$ cat config.mk
export PLATFORM = sky130hd
export DESIGN_NAME = fsm_ctrl_multi
export DESIGN_NICKNAME = d
export VERILOG_FILES = /design/src/rtl/fsm_ctrl_pkg.sv /design/src/rtl/fsm_ctrl_cfg_check.sv /design/src/rtl/fsm_ctrl_multi.sv
export SDC_FILE = /design/constraint.sdc
export NUM_CORES = 1
export LEC_CHECK = 0
export CORE_MARGIN = 10
export CORE_UTILIZATION = 38
export DETAILED_ROUTE_END_ITERATION = 10
export DONT_BUFFER_PORTS = 1
export GPL_ROUTABILITY_DRIVEN = 0
export PLACE_DENSITY_LB_ADDON = 0.2
export SYNTH_ARGS = -nofsm -noshare
export SYNTH_HDL_FRONTEND = slang
export SYNTH_SLANG_ARGS = --single-unit
$ cat constraint.sdc
create_clock -name clk -period 2.4 [get_ports clk]
set_clock_uncertainty 0.15 [all_clocks]
set_input_delay 0.24 -clock clk [delete_from_list [all_inputs] [get_ports clk]]
set_output_delay 0.24 -clock clk [all_outputs]
set_load 0.02 [all_outputs]
$ cat src/rtl/fsm_ctrl_pkg.sv
// fsm_ctrl_pkg
//   Shared definitions for the flow-control supervisor FSM. The package holds
//   the state encoding, the state width and a ceil-log2 helper that sizes the
//   idle dwell counter.
package fsm_ctrl_pkg;

    localparam int unsigned STATE_W = 3;

    typedef enum logic [STATE_W-1:0] {
        ST_RESET  = 3'd0,
        ST_INIT   = 3'd1,
        ST_IDLE   = 3'd2,
        ST_ACTIVE = 3'd3,
        ST_ERROR  = 3'd4
    } state_e;

    // Returns ceil(log2(v)), with a minimum of 1 so that a counter is never zero-width.
    function automatic int unsigned clog2(input int unsigned v);
        int unsigned r;
        r = 0;
        while ((64'd1 << r) < 64'(v)) begin
            r = r + 1;
        end
        return (r == 0) ? 1 : r;
    endfunction

endpackage

$ cat src/rtl/fsm_ctrl_cfg_check.sv
// fsm_ctrl_cfg_check
//   Combinational threshold validator. For each FIFO it flags a configuration
//   where the almost-empty threshold is not strictly below the almost-full
//   threshold.
//   Ports:
//     ae_i        packed almost-empty thresholds, FIFO i at [i*TH_W +: TH_W]
//     af_i        packed almost-full thresholds, same packing
//     fail_o      per-FIFO fail flag (ae >= af)
//     any_fail_o  OR of fail_o
module fsm_ctrl_cfg_check
    import fsm_ctrl_pkg::*;
#(
    parameter int unsigned NUM_FIFO = 5,
    parameter int unsigned TH_W     = 4
) (
    input  logic [NUM_FIFO*TH_W-1:0] ae_i,
    input  logic [NUM_FIFO*TH_W-1:0] af_i,
    output logic [NUM_FIFO-1:0]      fail_o,
    output logic                     any_fail_o
);

    always_comb begin
        fail_o = '0;
        for (int unsigned i = 0; i < NUM_FIFO; i++) begin
            fail_o[i] = (ae_i[i*TH_W +: TH_W] >= af_i[i*TH_W +: TH_W]);
        end
    end

    assign any_fail_o = |fail_o;

endmodule

$ cat src/rtl/fsm_ctrl_multi.sv
// fsm_ctrl_multi
//   Supervisor FSM for NUM_FIFO FIFOs. It captures and validates per-FIFO
//   thresholds during INIT, tracks IDLE/ACTIVE with an idle dwell of IDLE_CYC
//   all-empty cycles, and latches FIFO error sources in ERROR until init or
//   reset.
//   Ports:
//     clk, reset_L                  clock, asynchronous active-low reset
//     init                          level; forces INIT and threshold capture
//     umbral_ae_in / umbral_af_in   packed thresholds, FIFO i at [i*TH_W +: TH_W]
//     fifo_error, fifo_empty        per-FIFO status flags
//     umbral_ae_out / umbral_af_out registered thresholds
//     idle_out, active_out, error_out  registered state indications
//     error_src                     sticky OR of fifo_error seen in ERROR
//     cfg_err                       threshold validation failed
//     state_out                     current state encoding
module fsm_ctrl_multi
    import fsm_ctrl_pkg::*;
#(
    parameter int unsigned NUM_FIFO = 5,
    parameter int unsigned TH_W     = 4,
    parameter int unsigned IDLE_CYC = 4
) (
    input  logic                     clk,
    input  logic                     reset_L,
    input  logic                     init,
    input  logic [NUM_FIFO*TH_W-1:0] umbral_ae_in,
    input  logic [NUM_FIFO*TH_W-1:0] umbral_af_in,
    input  logic [NUM_FIFO-1:0]      fifo_error,
    input  logic [NUM_FIFO-1:0]      fifo_empty,
    output logic [NUM_FIFO*TH_W-1:0] umbral_ae_out,
    output logic [NUM_FIFO*TH_W-1:0] umbral_af_out,
    output logic                     idle_out,
    output logic                     active_out,
    output logic                     error_out,
    output logic [NUM_FIFO-1:0]      error_src,
    output logic                     cfg_err,
    output logic [STATE_W-1:0]       state_out
);

    localparam int unsigned CNT_W = clog2(IDLE_CYC + 1);
    localparam logic [CNT_W-1:0] CNT_MAX = CNT_W'(IDLE_CYC);

    state_e                     state_q, state_d;
    logic [CNT_W-1:0]           cnt_q, cnt_d, cnt_inc;
    logic [NUM_FIFO-1:0]        error_src_q, error_src_d;
    logic                       cfg_err_q, cfg_err_d;
    logic [NUM_FIFO*TH_W-1:0]   ae_q, af_q;
    logic                       idle_q, active_q, error_q;
    logic                       any_error, all_empty;
    logic                       cfg_fail;
    // Per-FIFO detail is not consumed here; kept at the boundary for debug probing.
    logic [NUM_FIFO-1:0]        cfg_fail_vec_unused;

    // Validation runs on the registered thresholds, i.e. the values captured
    // on the last edge that still had the FSM heading into INIT.
    fsm_ctrl_cfg_check #(
        .NUM_FIFO (NUM_FIFO),
        .TH_W     (TH_W)
    ) u_cfg_check (
        .ae_i       (ae_q),
        .af_i       (af_q),
        .fail_o     (cfg_fail_vec_unused),
        .any_fail_o (cfg_fail)
    );

    assign any_error = |fifo_error;
    assign all_empty = (fifo_empty == '1);
    assign cnt_inc   = (cnt_q == CNT_MAX) ? cnt_q : cnt_q + CNT_W'(1);

    always_comb begin
        state_d     = state_q;
        cnt_d       = '0;
        error_src_d = error_src_q;
        cfg_err_d   = cfg_err_q;

        if (init) begin
            state_d     = ST_INIT;
            error_src_d = '0;
            cfg_err_d   = 1'b0;
        end else begin
            case (state_q)
                ST_RESET: state_d = ST_INIT;
                ST_INIT: begin
                    if (cfg_fail) begin
                        state_d   = ST_ERROR;
                        cfg_err_d = 1'b1;
                    end else if (any_error) begin
                        state_d = ST_ERROR;
                    end else begin
                        state_d = ST_IDLE;
                    end
                end
                ST_IDLE: begin
                    if (any_error) begin
                        state_d = ST_ERROR;
                    end else if (!all_empty) begin
                        state_d = ST_ACTIVE;
                    end
                end
                ST_ACTIVE: begin
                    if (any_error) begin
                        state_d = ST_ERROR;
                    end else if (all_empty) begin
                        if (cnt_inc == CNT_MAX) begin
                            state_d = ST_IDLE;
                        end else begin
                            cnt_d = cnt_inc;
                        end
                    end
                end
                ST_ERROR: state_d = ST_ERROR;
                default:  state_d = ST_RESET;
            endcase

            // Error sources accumulate on every edge that lands in ERROR,
            // including the entry edge.
            if (state_d == ST_ERROR) begin
                error_src_d = error_src_q | fifo_error;
            end
        end
    end

    always_ff @(posedge clk or negedge reset_L) begin
        if (!reset_L) begin
            state_q     <= ST_RESET;
            cnt_q       <= '0;
            error_src_q <= '0;
            cfg_err_q   <= 1'b0;
            ae_q        <= '0;
            af_q        <= '0;
            idle_q      <= 1'b0;
            active_q    <= 1'b0;
            error_q     <= 1'b0;
        end else begin
            state_q     <= state_d;
            cnt_q       <= cnt_d;
            error_src_q <= error_src_d;
            cfg_err_q   <= cfg_err_d;
            if (state_d == ST_INIT) begin
                ae_q <= umbral_ae_in;
                af_q <= umbral_af_in;
            end
            idle_q   <= (state_d == ST_IDLE);
            active_q <= (state_d == ST_ACTIVE);
            error_q  <= (state_d == ST_ERROR);
        end
    end

    assign umbral_ae_out = ae_q;
    assign umbral_af_out = af_q;
    assign idle_out      = idle_q;
    assign active_out    = active_q;
    assign error_out     = error_q;
    assign error_src     = error_src_q;
    assign cfg_err       = cfg_err_q;
    assign state_out     = state_q;

endmodule

=== After elaboration in Yosys (flattened, before gate mapping) ===
Index checks and enable logic that the tools add are counted.
W data, S select, Z words.

* $lt $le $gt $ge: 5
* Multiplexer cells: 21
* Reductions and logical operators: 7
* Add/subtract/negate cells: 1
* Bitwise operators: 1
* Equality and inequality tests: 12

{| class="wikitable"
|+ Operators by type and width
! operator !! number
|-
| $mux W3 || 15
|-
| $ge A4 B4 Y1 || 5
|-
| $eq A3 B3 Y1 const B || 5
|-
| $pmux W3 S5 || 1
|-
| $eq A3 B2 Y1 const B || 4
|-
| $mux W5 || 2
|-
| $reduce_or A5 Y1 || 2
|-
| $eq A3 B1 Y1 const B || 2
|-
| $reduce_bool A2 Y1 || 3
|-
| $eq A5 B5 Y1 const B || 1
|-
| $or A5 B5 Y5 || 1
|-
| $add A3 B1 Y3 const B || 1
|-
| $logic_not A3 Y1 || 1
|-
| $mux W1 || 3
|-
| $reduce_and A2 Y1 || 1
|}

* Register bits: 55
* Input port bits: 53

=== Depth between registers and ports, before layout ===
Gate-level depths: netlist of run 1.

* Depth after elaboration: 11
* Mapped depth: 7
* Depth with buffers taken out: 7

=== Hierarchy ===
A second synthesis of run 1 with hierarchy kept.

* Cell total of the unflattened synthesis: 228
* Area total of the unflattened synthesis: 2803.9 µm²

{| class="wikitable"
|+ Modules (own cells, without submodules)
! module !! cells each !! times used !! area an instance (µm²)
|-
| fsm_ctrl_multi || 161 || 1 || 2249.7
|-
| fsm_ctrl_cfg_check || 67 || 1 || 554.3
|}

=== Least setup slack after synthesis of run 1 ===
No wires, ideal clock.

* Path type: reg2reg
* Start: register ae_q[0], in the netlist umbral_ae_out[0]
* End: register state_q[1], in the netlist state_out[1]
* Path slack: 412 ps
* Period minus slack after synthesis: 1988 ps
* Stages on the path, launching flop included: 8
* Buffers on the path: 0
* Arrival time: 1728 ps
* Cell sequence: dfrtp_1 -> inv_1 -> ha_1 -> nand2b_1 -> a211oi_1 -> o2111a_1 -> nand3_1 -> o41ai_1

* Longest elaborated chain between the ends: 6

{| class="wikitable"
|+ RTL lines
! what !! RTL line !! source
|-
| start, declared || fsm_ctrl_multi.sv:47 || <nowiki>logic [NUM_FIFO*TH_W-1:0] ae_q, af_q;</nowiki>
|-
| start signal, assigned || fsm_ctrl_multi.sv:140 || <nowiki>ae_q <= umbral_ae_in;</nowiki>
|-
| $ge A4 B4 Y1 || fsm_ctrl_cfg_check.sv:25 || <nowiki>fail_o[i] = (ae_i[i*TH_W +: TH_W] >= af_i[i*TH_W +: TH_W]);</nowiki>
|-
| $reduce_or A5 Y1 || fsm_ctrl_cfg_check.sv:29 || <nowiki>assign any_fail_o = |fail_o;</nowiki>
|-
| $mux W3 || fsm_ctrl_multi.sv:84 || <nowiki>if (cfg_fail) begin</nowiki>
|-
| $pmux W3 S5 || fsm_ctrl_multi.sv:81 || <nowiki>case (state_q)</nowiki>
|-
| $mux W3 (2 in a row) || fsm_ctrl_multi.sv:76 || <nowiki>if (init) begin</nowiki>
|-
| named net state_d[1] || fsm_ctrl_multi.sv:43 || <nowiki>state_e state_q, state_d;</nowiki>
|-
| end signal, assigned || fsm_ctrl_multi.sv:135 || <nowiki>state_q <= state_d;</nowiki>
|-
| end, declared || fsm_ctrl_multi.sv:43 ||
|}

The timed path passes the listed nets, and every way through them passes these cells. The select of a mux whose other input is x is not followed.
A chain may end at the register's enable or synchronous reset.

=== Final worst setup path of run 1 ===
* Start: register ae_q[15], in the netlist umbral_ae_out[15]
* End: register state_q[1], in the netlist state_out[1]

The elaborated chain is that of the path after synthesis.

==> reports/metrics.cfg, run 1 <==
[run_status]
run_status=finished, final reports clean

[worst_setup_path]
timing_worst_setup_path_type=register to register
worst_setup_path_start_kind=register
worst-r2r-setup-slack_ns=0.25
required_time_of_the_critical_path_ns=2.45
worst_r2r_end=state_out[1]
timing.rr.start=umbral_ae_out[15]
ff2ff_path_depth=5
critPathArrivalTime_ns=2.20
crit_end=state_out[1]
worst_setup_sp=umbral_ae_out[15]
critical_path.max_fanout=3
cp_endpoint_kind=register

[synthesis]
synthDominantAreaCellType=sky130_fd_sc_hd__dfrtp_1
ys_top_cells_by_area=sky130_fd_sc_hd__dfrtp_1 52%, sky130_fd_sc_hd__mux2_2 16%, sky130_fd_sc_hd__ha_1 10%, sky130_fd_sc_hd__inv_1 3.5%, sky130_fd_sc_hd__a21oi_1 2.1%
number_of_instances_in_the_synthesized_netlist=220
synth.cell_area_um2=2670
synth.ff_latch_count=55
syn_area_per_cell_um2=12.1
synth.most_common_cell=sky130_fd_sc_hd__dfrtp_1
ys.warnings.count=0
async_reset_ff_share_pct=100
seq_area_frac_synth_pct=51.5
syn_nets=295
yosys.area.top_type_share_pct=51.5
ys.flop_type=sky130_fd_sc_hd__dfrtp_1
synth_commonest_cells=55 x sky130_fd_sc_hd__dfrtp_1, 37 x sky130_fd_sc_hd__mux2_2, 25 x sky130_fd_sc_hd__inv_1
post_synth_num_cell_types=39
synth-edff-count=0

[drt]
total_wire_length_after_detailed_routing_um=7050
viasPerCell=5.08
dr_total_vias=1893
drt_iter0_drc=46
drt_drc_violations_left=0
drt_pass1_iterations=4
ant_nets=0
wl_per_cell_um=18.9

[global_route]
grt_antenna_before_repair=0
grt_start_max_net_pins=56
grt_pass1_wl_um=11400
globalRoute.totalOverflow=0
grt_pass1_vias=2101
grt_util_all_layers_pct=12.9

[die]
chipHeight_um=104
die_x_um=104
top_level_ports=105
core-area_um2=6790
die_area_um2=10800
floorplan.initialDensity_pct=39.3
num_rows=30

[clock_tree]
cts_tree=built
clk_pin_slew_ns=0.10
ctsHtreeMaxLevel=2
clock_sink_count=55
clk_latency_ns=0.30
num_cts_buffers=5
cts_root_buf=sky130_fd_sc_hd__clkbuf_8
ctsLongestPathBuffers=2

[power]
pwr_density_cell_nw_per_um2=736
irDropWorstVdd_mv=0.333
power_leakage_nw=1.54
power_mw=2.54

[placement]
dp.final_hpwl_um=4870
numPortBuffers=0
placedInstanceArea_um2=2850

[timing]
setup_tns_final_ns=0
worst_pin_slew_ns=0.450
setup_violations=0
layout_min_cycle_time_ns=2.15
fmax_ghz=0.465
report.final.slew_viol_count=0
maxSlewHeadroom_pct=69.9
timing.final.hold_violations=0
fin_crit_sh_pct=89.5
rsz0062_at_grt=no

[finish]
n_antenna_cell=0
nets_final=352
multiInputGateArea_um2=1190
area.growth.synth_to_final_pct=29.4
drive_gt1_share_pct=20.9
final-seq-area_um2=1380
final_design_area_no_fill_um2=3450
final_util_pct=50.8
fill_cells=620

[min_path]
timing.hold.worst.class=input pin to register

[run]
drv.max_cap_violation_count=0

-- flip-flops by register name, indices dropped and copies added, names as in the netlist --
signal,flops
state_out,3
idle_out,1
error_out,1
error_src,5
umbral_ae_out,20
active_out,1
cnt_q,3
umbral_af_out,20
cfg_err,1
-- area by class of cell --
class | instances | area share [%]
clock buffer | 6 | 2.10
clock inverter | 1 | 0.869
timing repair buffer | 55 | 16.3
inverter | 26 | 2.83
multi-input combinational | 134 | 34.6
tap | 96 | 3.48
sequential | 55 | 39.8
-- logic make-up after synthesis --
kind of cell	synth area share, %
AO/OA/AOI/OAI	9.14
XOR/XNOR	0.328
adder cells (fa/ha/maj)	10.3
buffers and inverters	4.55
flip-flops	51.5
multiplexers	16.9
AND/OR/NAND/NOR	7.26
-- per-layer routing --
| layer | vias up | share of wire, % | GRT usage, % | wire (µm) |
|---|---|---|---|---|
| li1 | 890 | - | - | - |
| met1 | 924 | 39 | 13.9 | 2770 |
| met2 | 74 | 51 | 22.4 | 3570 |
| met3 | 5 | 9.4 | 5.95 | 665 |
| met4 | 0 | 0.67 | 2.68 | 47 |
| met5 | - | 0 | 0 | 0 |
-- what timing repair did --
item | in CTS | in global routing
setup endpoints to repair | 0 | 1
buffers inserted | 0 | 0
endpoints found under the hold margin | 106 | 0
resized for setup | 0 | 1
hold buffers | 48 | 0
-- critical path, stage by stage (launching register included) --
cell and delay (ns):
sky130_fd_sc_hd__dfrtp_1 0.48, sky130_fd_sc_hd__ha_1 0.36, sky130_fd_sc_hd__a222oi_1 0.36, sky130_fd_sc_hd__o2111a_1 0.28, sky130_fd_sc_hd__nand3_1 0.12, sky130_fd_sc_hd__o41ai_1 0.30
-- cells in the final DEF (no fill, tap or decap), drive strengths merged, types with 2 or more instances in the layout --
cell          n
nor3          3
nand2b        3
nand3         3
a31oi         2
dfrtp        55
dlygate4sd3  47
and3          2
mux2         40
inv          26
nor2         13
o211ai        3
buf           8
a211oi        4
o21ai         3
nand2         5
clkbuf        6
a21oi        11
nand3b        2
ha           22
o41ai         4
-- where the power goes --
| group | switching, mW | internal [mW] | total, mW | leakage [nW] |
|---|---|---|---|---|
| sequential | 0.275 | 1.06 | 1.33 | 0.663 |
| combinational | 0.295 | 0.319 | 0.614 | 0.829 |
| clock | 0.290 | 0.307 | 0.596 | 0.0513 |
-- worst min-delay path by stage --
stage / cells past startpoint / end / startpoint
global placement: 0 / umbral_af_out[18] / reset_L
floorplan: 0 / active_out / reset_L
global route: 3 / state_out[1] / fifo_error[2]
detailed placement: 0 / umbral_af_out[18] / reset_L
finish: 2 / umbral_af_out[10] / init
CTS: 2 / idle_out / init
-- metrics by stage --
step	std cells	hold WS [ns]	worst slack (ns)
after floorplan	220	-0.206	0.412
after global placement	318	-0.204	0.239
after detailed placement	318	-0.204	0.227
after CTS	373	0.0284	0.191
after global routing	373	0.0307	0.124
final	373	0.0446	0.251
(Power assumes the default switching activity.)
==> inputs of run 2 (changes only) <==
--- a/config.mk
+++ b/config.mk
@@ -10,7 +10,9 @@
 export DETAILED_ROUTE_END_ITERATION = 10
 export DONT_BUFFER_PORTS = 1
 export GPL_ROUTABILITY_DRIVEN = 0
+export HOLD_SLACK_MARGIN = 0.12
 export PLACE_DENSITY_LB_ADDON = 0.2
+export RECOVER_POWER = 100
 export SYNTH_ARGS = -nofsm -noshare
 export SYNTH_HDL_FRONTEND = slang
 export SYNTH_SLANG_ARGS = --single-unit
==> constraint.sdc (replaced) <==
create_clock -name clk -period 2.4 [get_ports clk]
set_clock_uncertainty 0.15 [all_clocks]
set_input_delay 0.24 -clock clk [delete_from_list [all_inputs] [get_ports clk]]
set_output_delay 0.24 -clock clk [all_outputs]
set_load 0.01 [all_outputs]
==> run 2 against run 1 <==
Clock power shrank 17%. Final cell count shrank 0.27%. Non-clock buffer count shrank 2. Combinational power shrank 13%. Via count shrank 1.2%. Power shrank 9.5%. Critical path depth grew 2. Hold slack gained 0.18 ns. Fmax shrank 6.8%. Largest cell class unchanged. Final area shrank 2.0%. Sequential cell count is the same. Global-route usage shrank 0.56 points.
==> reports/metrics.cfg, run 2 (synthesis results as in run 1) <==
[clock_tree]
ctsLongestPathBuffers=2  ; unchanged
clk_latency_ns=0.31  ; about the same
clock_sink_count=55  ; unchanged
num_cts_buffers=5  ; unchanged
cts_tree=built
clk_pin_slew_ns=0.09  ; about the same
number_of_buffers_inserted_to_repair_setup_after_cts=0  ; unchanged
cts_root_buf=sky130_fd_sc_hd__clkbuf_8
ctsHtreeMaxLevel=2  ; unchanged

[finish]
n_antenna_cell=0  ; unchanged
final-seq-area_um2=1380  ; unchanged
multiInputGateArea_um2=1170  ; -1.7%
nets_final=350  ; -0.57%
fill_cells=599  ; -3.4%
drive_gt1_share_pct=18.1  ; -2.8 points
most-common-layout-cells=55 x sky130_fd_sc_hd__dfrtp_1, 51 x sky130_fd_sc_hd__dlygate4sd3_1, 37 x sky130_fd_sc_hd__mux2_2
area.growth.synth_to_final_pct=26.8
fin_cells=372  ; -0.27%
final_util_pct=49.8  ; -1.0 points
final_common_cell=sky130_fd_sc_hd__dfrtp_1

[drt]
drt_iter0_drc=41  ; -11%
viasPerCell=5.03  ; -0.90%
wl_per_cell_um=18.1  ; -4.4%
ant_nets=0  ; unchanged
drt_drc_violations_left=0  ; unchanged
dr_total_vias=1871  ; -1.2%
total_wire_length_after_detailed_routing_um=6720  ; -4.7%
drt_pass1_iterations=4  ; unchanged

[timing]
worst_pin_slew_ns=1.39  ; +0.939 ns
layout_min_cycle_time_ns=2.31  ; +0.157 ns
timing.final.hold_violations=0  ; unchanged
report.final.slew_viol_count=0  ; unchanged
maxSlewHeadroom_pct=7.45  ; -62 points
rsz0062_at_grt=no
setup_tns_final_ns=0  ; unchanged
setup_violations=0  ; unchanged
fmax_ghz=0.434  ; -6.8%
timing.final.ws_setup_ns=0.0942  ; -0.157 ns
fin_crit_sh_pct=96.1  ; +6.6 points

[worst_setup_path]
timing_worst_setup_path_type=input pin to register
crit_top_cell=sky130_fd_sc_hd__dlygate4sd3_1
timing.critical_path.max_delay_family=buffers and inverters
timing.critical_path.slowest_cell_delay_ns=0.56  ; +0.08 ns
critical_path.max_fanout=3  ; unchanged
critical_path.n_buffers_inverters=3  ; +3
crit_slowest_cell=sky130_fd_sc_hd__dlygate4sd3_1
worstPathCellList=dlygate4sd3_1 > nand2_1 > dlygate4sd3_1 > nor2_2 > dlygate4sd3_1 > nand3_1 > a211oi_1
required_time_of_the_critical_path_ns=2.47  ; +0.02 ns
critPathArrivalTime_ns=2.37  ; +0.17 ns
cp_endpoint_kind=register
worst_setup_path_start_kind=input pin

[global_route]
grt_start_max_net_pins=56  ; unchanged
grt_antenna_before_repair=0  ; unchanged
grt_pass1_vias=2057  ; -2.1%
grt_util_all_layers_pct=12.3  ; -0.56 points
globalRoute.totalOverflow=0  ; unchanged
grt_pass1_wl_um=11000  ; -3.1%

[run_status]
run_status=finished, final reports clean

[die]
die_area_um2=10800  ; unchanged
floorplan.initialDensity_pct=39.3  ; unchanged
chipHeight_um=104  ; unchanged
core-area_um2=6790  ; unchanged
die_x_um=104  ; unchanged
top_level_ports=105  ; unchanged
num_rows=30  ; unchanged

[power]
pwr_density_cell_nw_per_um2=679  ; -7.7%
power_mw=2.30  ; -9.5%
power_leakage_nw=1.51  ; -2.2%
irDropWorstVdd_mv=0.281  ; -16%

[placement]
place.detailed.instances=312  ; -1.9%
numPortBuffers=0  ; unchanged
dp.final_hpwl_um=4750  ; -2.5%
post-place-ws_ns=0.262  ; +0.0354 ns

[min_path]
timing.hold.worst.class=input pin to register

[run]
drv.max_cap_violation_count=0  ; unchanged

run 2: per-stage QoR:
step | hold WS, ns | area, µm²
floorplan | -0.206 | 2670
global placement | -0.204 | 2800
detailed placement | -0.204 | 2800
CTS | 0.219 | 3420
global route | 0.308 | 3390
finish | 0.224 | 3390
run 2: repair_timing:
item / CTS / global route
hold buffers: 52 / 0
gates resized for setup: 0 / 2
setup endpoints to repair: 0 / 2
hold endpoints to repair: 110 / 0
run 2: worst min-delay path, cell delays in order:
cell                       delay (ns)
sky130_fd_sc_hd__nand3_1         0.06
sky130_fd_sc_hd__nor2_2          0.04
sky130_fd_sc_hd__o21ai_0         0.05
sky130_fd_sc_hd__and3_1          0.20
sky130_fd_sc_hd__a211oi_1        0.05
run 2: path summary, 6_finish.rpt:
kind	from	endpoint	slack [ns]	depth (start not counted)
max	fifo_empty[3]	cnt_q[2]	0.09	7
min	fifo_empty[0]	idle_out	0.22	5
max reg2reg	state_out[1]	error_src[2]	0.22	6
min reg2reg	error_src[4]	error_src[4]	0.44	2
max in group asynchronous	reset_L	umbral_ae_out[3]	0.56	2
min in group asynchronous	reset_L	umbral_ae_out[11]	0.69	2
run 2: final cells by class:
type                    instances  share of cell area [%]
repair buffers                 53                    15.8
clock inverters                 1                   0.148
flip-flops and latches         55                    40.7
clock buffers                   7                    2.25
well taps                      96                    3.55
inverters                      26                    2.88
multi-input cells             134                    34.7
run 2: where the power goes:
group | total [mW] | leakage [nW] | switching (mW) | internal [mW]
logic | 0.535 | 0.804 | 0.246 | 0.289
registers | 1.27 | 0.663 | 0.209 | 1.06
clock network | 0.497 | 0.0422 | 0.291 | 0.206
total | 2.30 | 1.51 | 0.746 | 1.55
run 2: routing by layer:
metal	global-route usage (%)	up-vias	part of all wire (%)
met5	0	-	0
met4	2.68	0	0.94
met3	5.89	8	10
met2	20.9	70	49
met1	13.6	905	39
li1	-	888	-
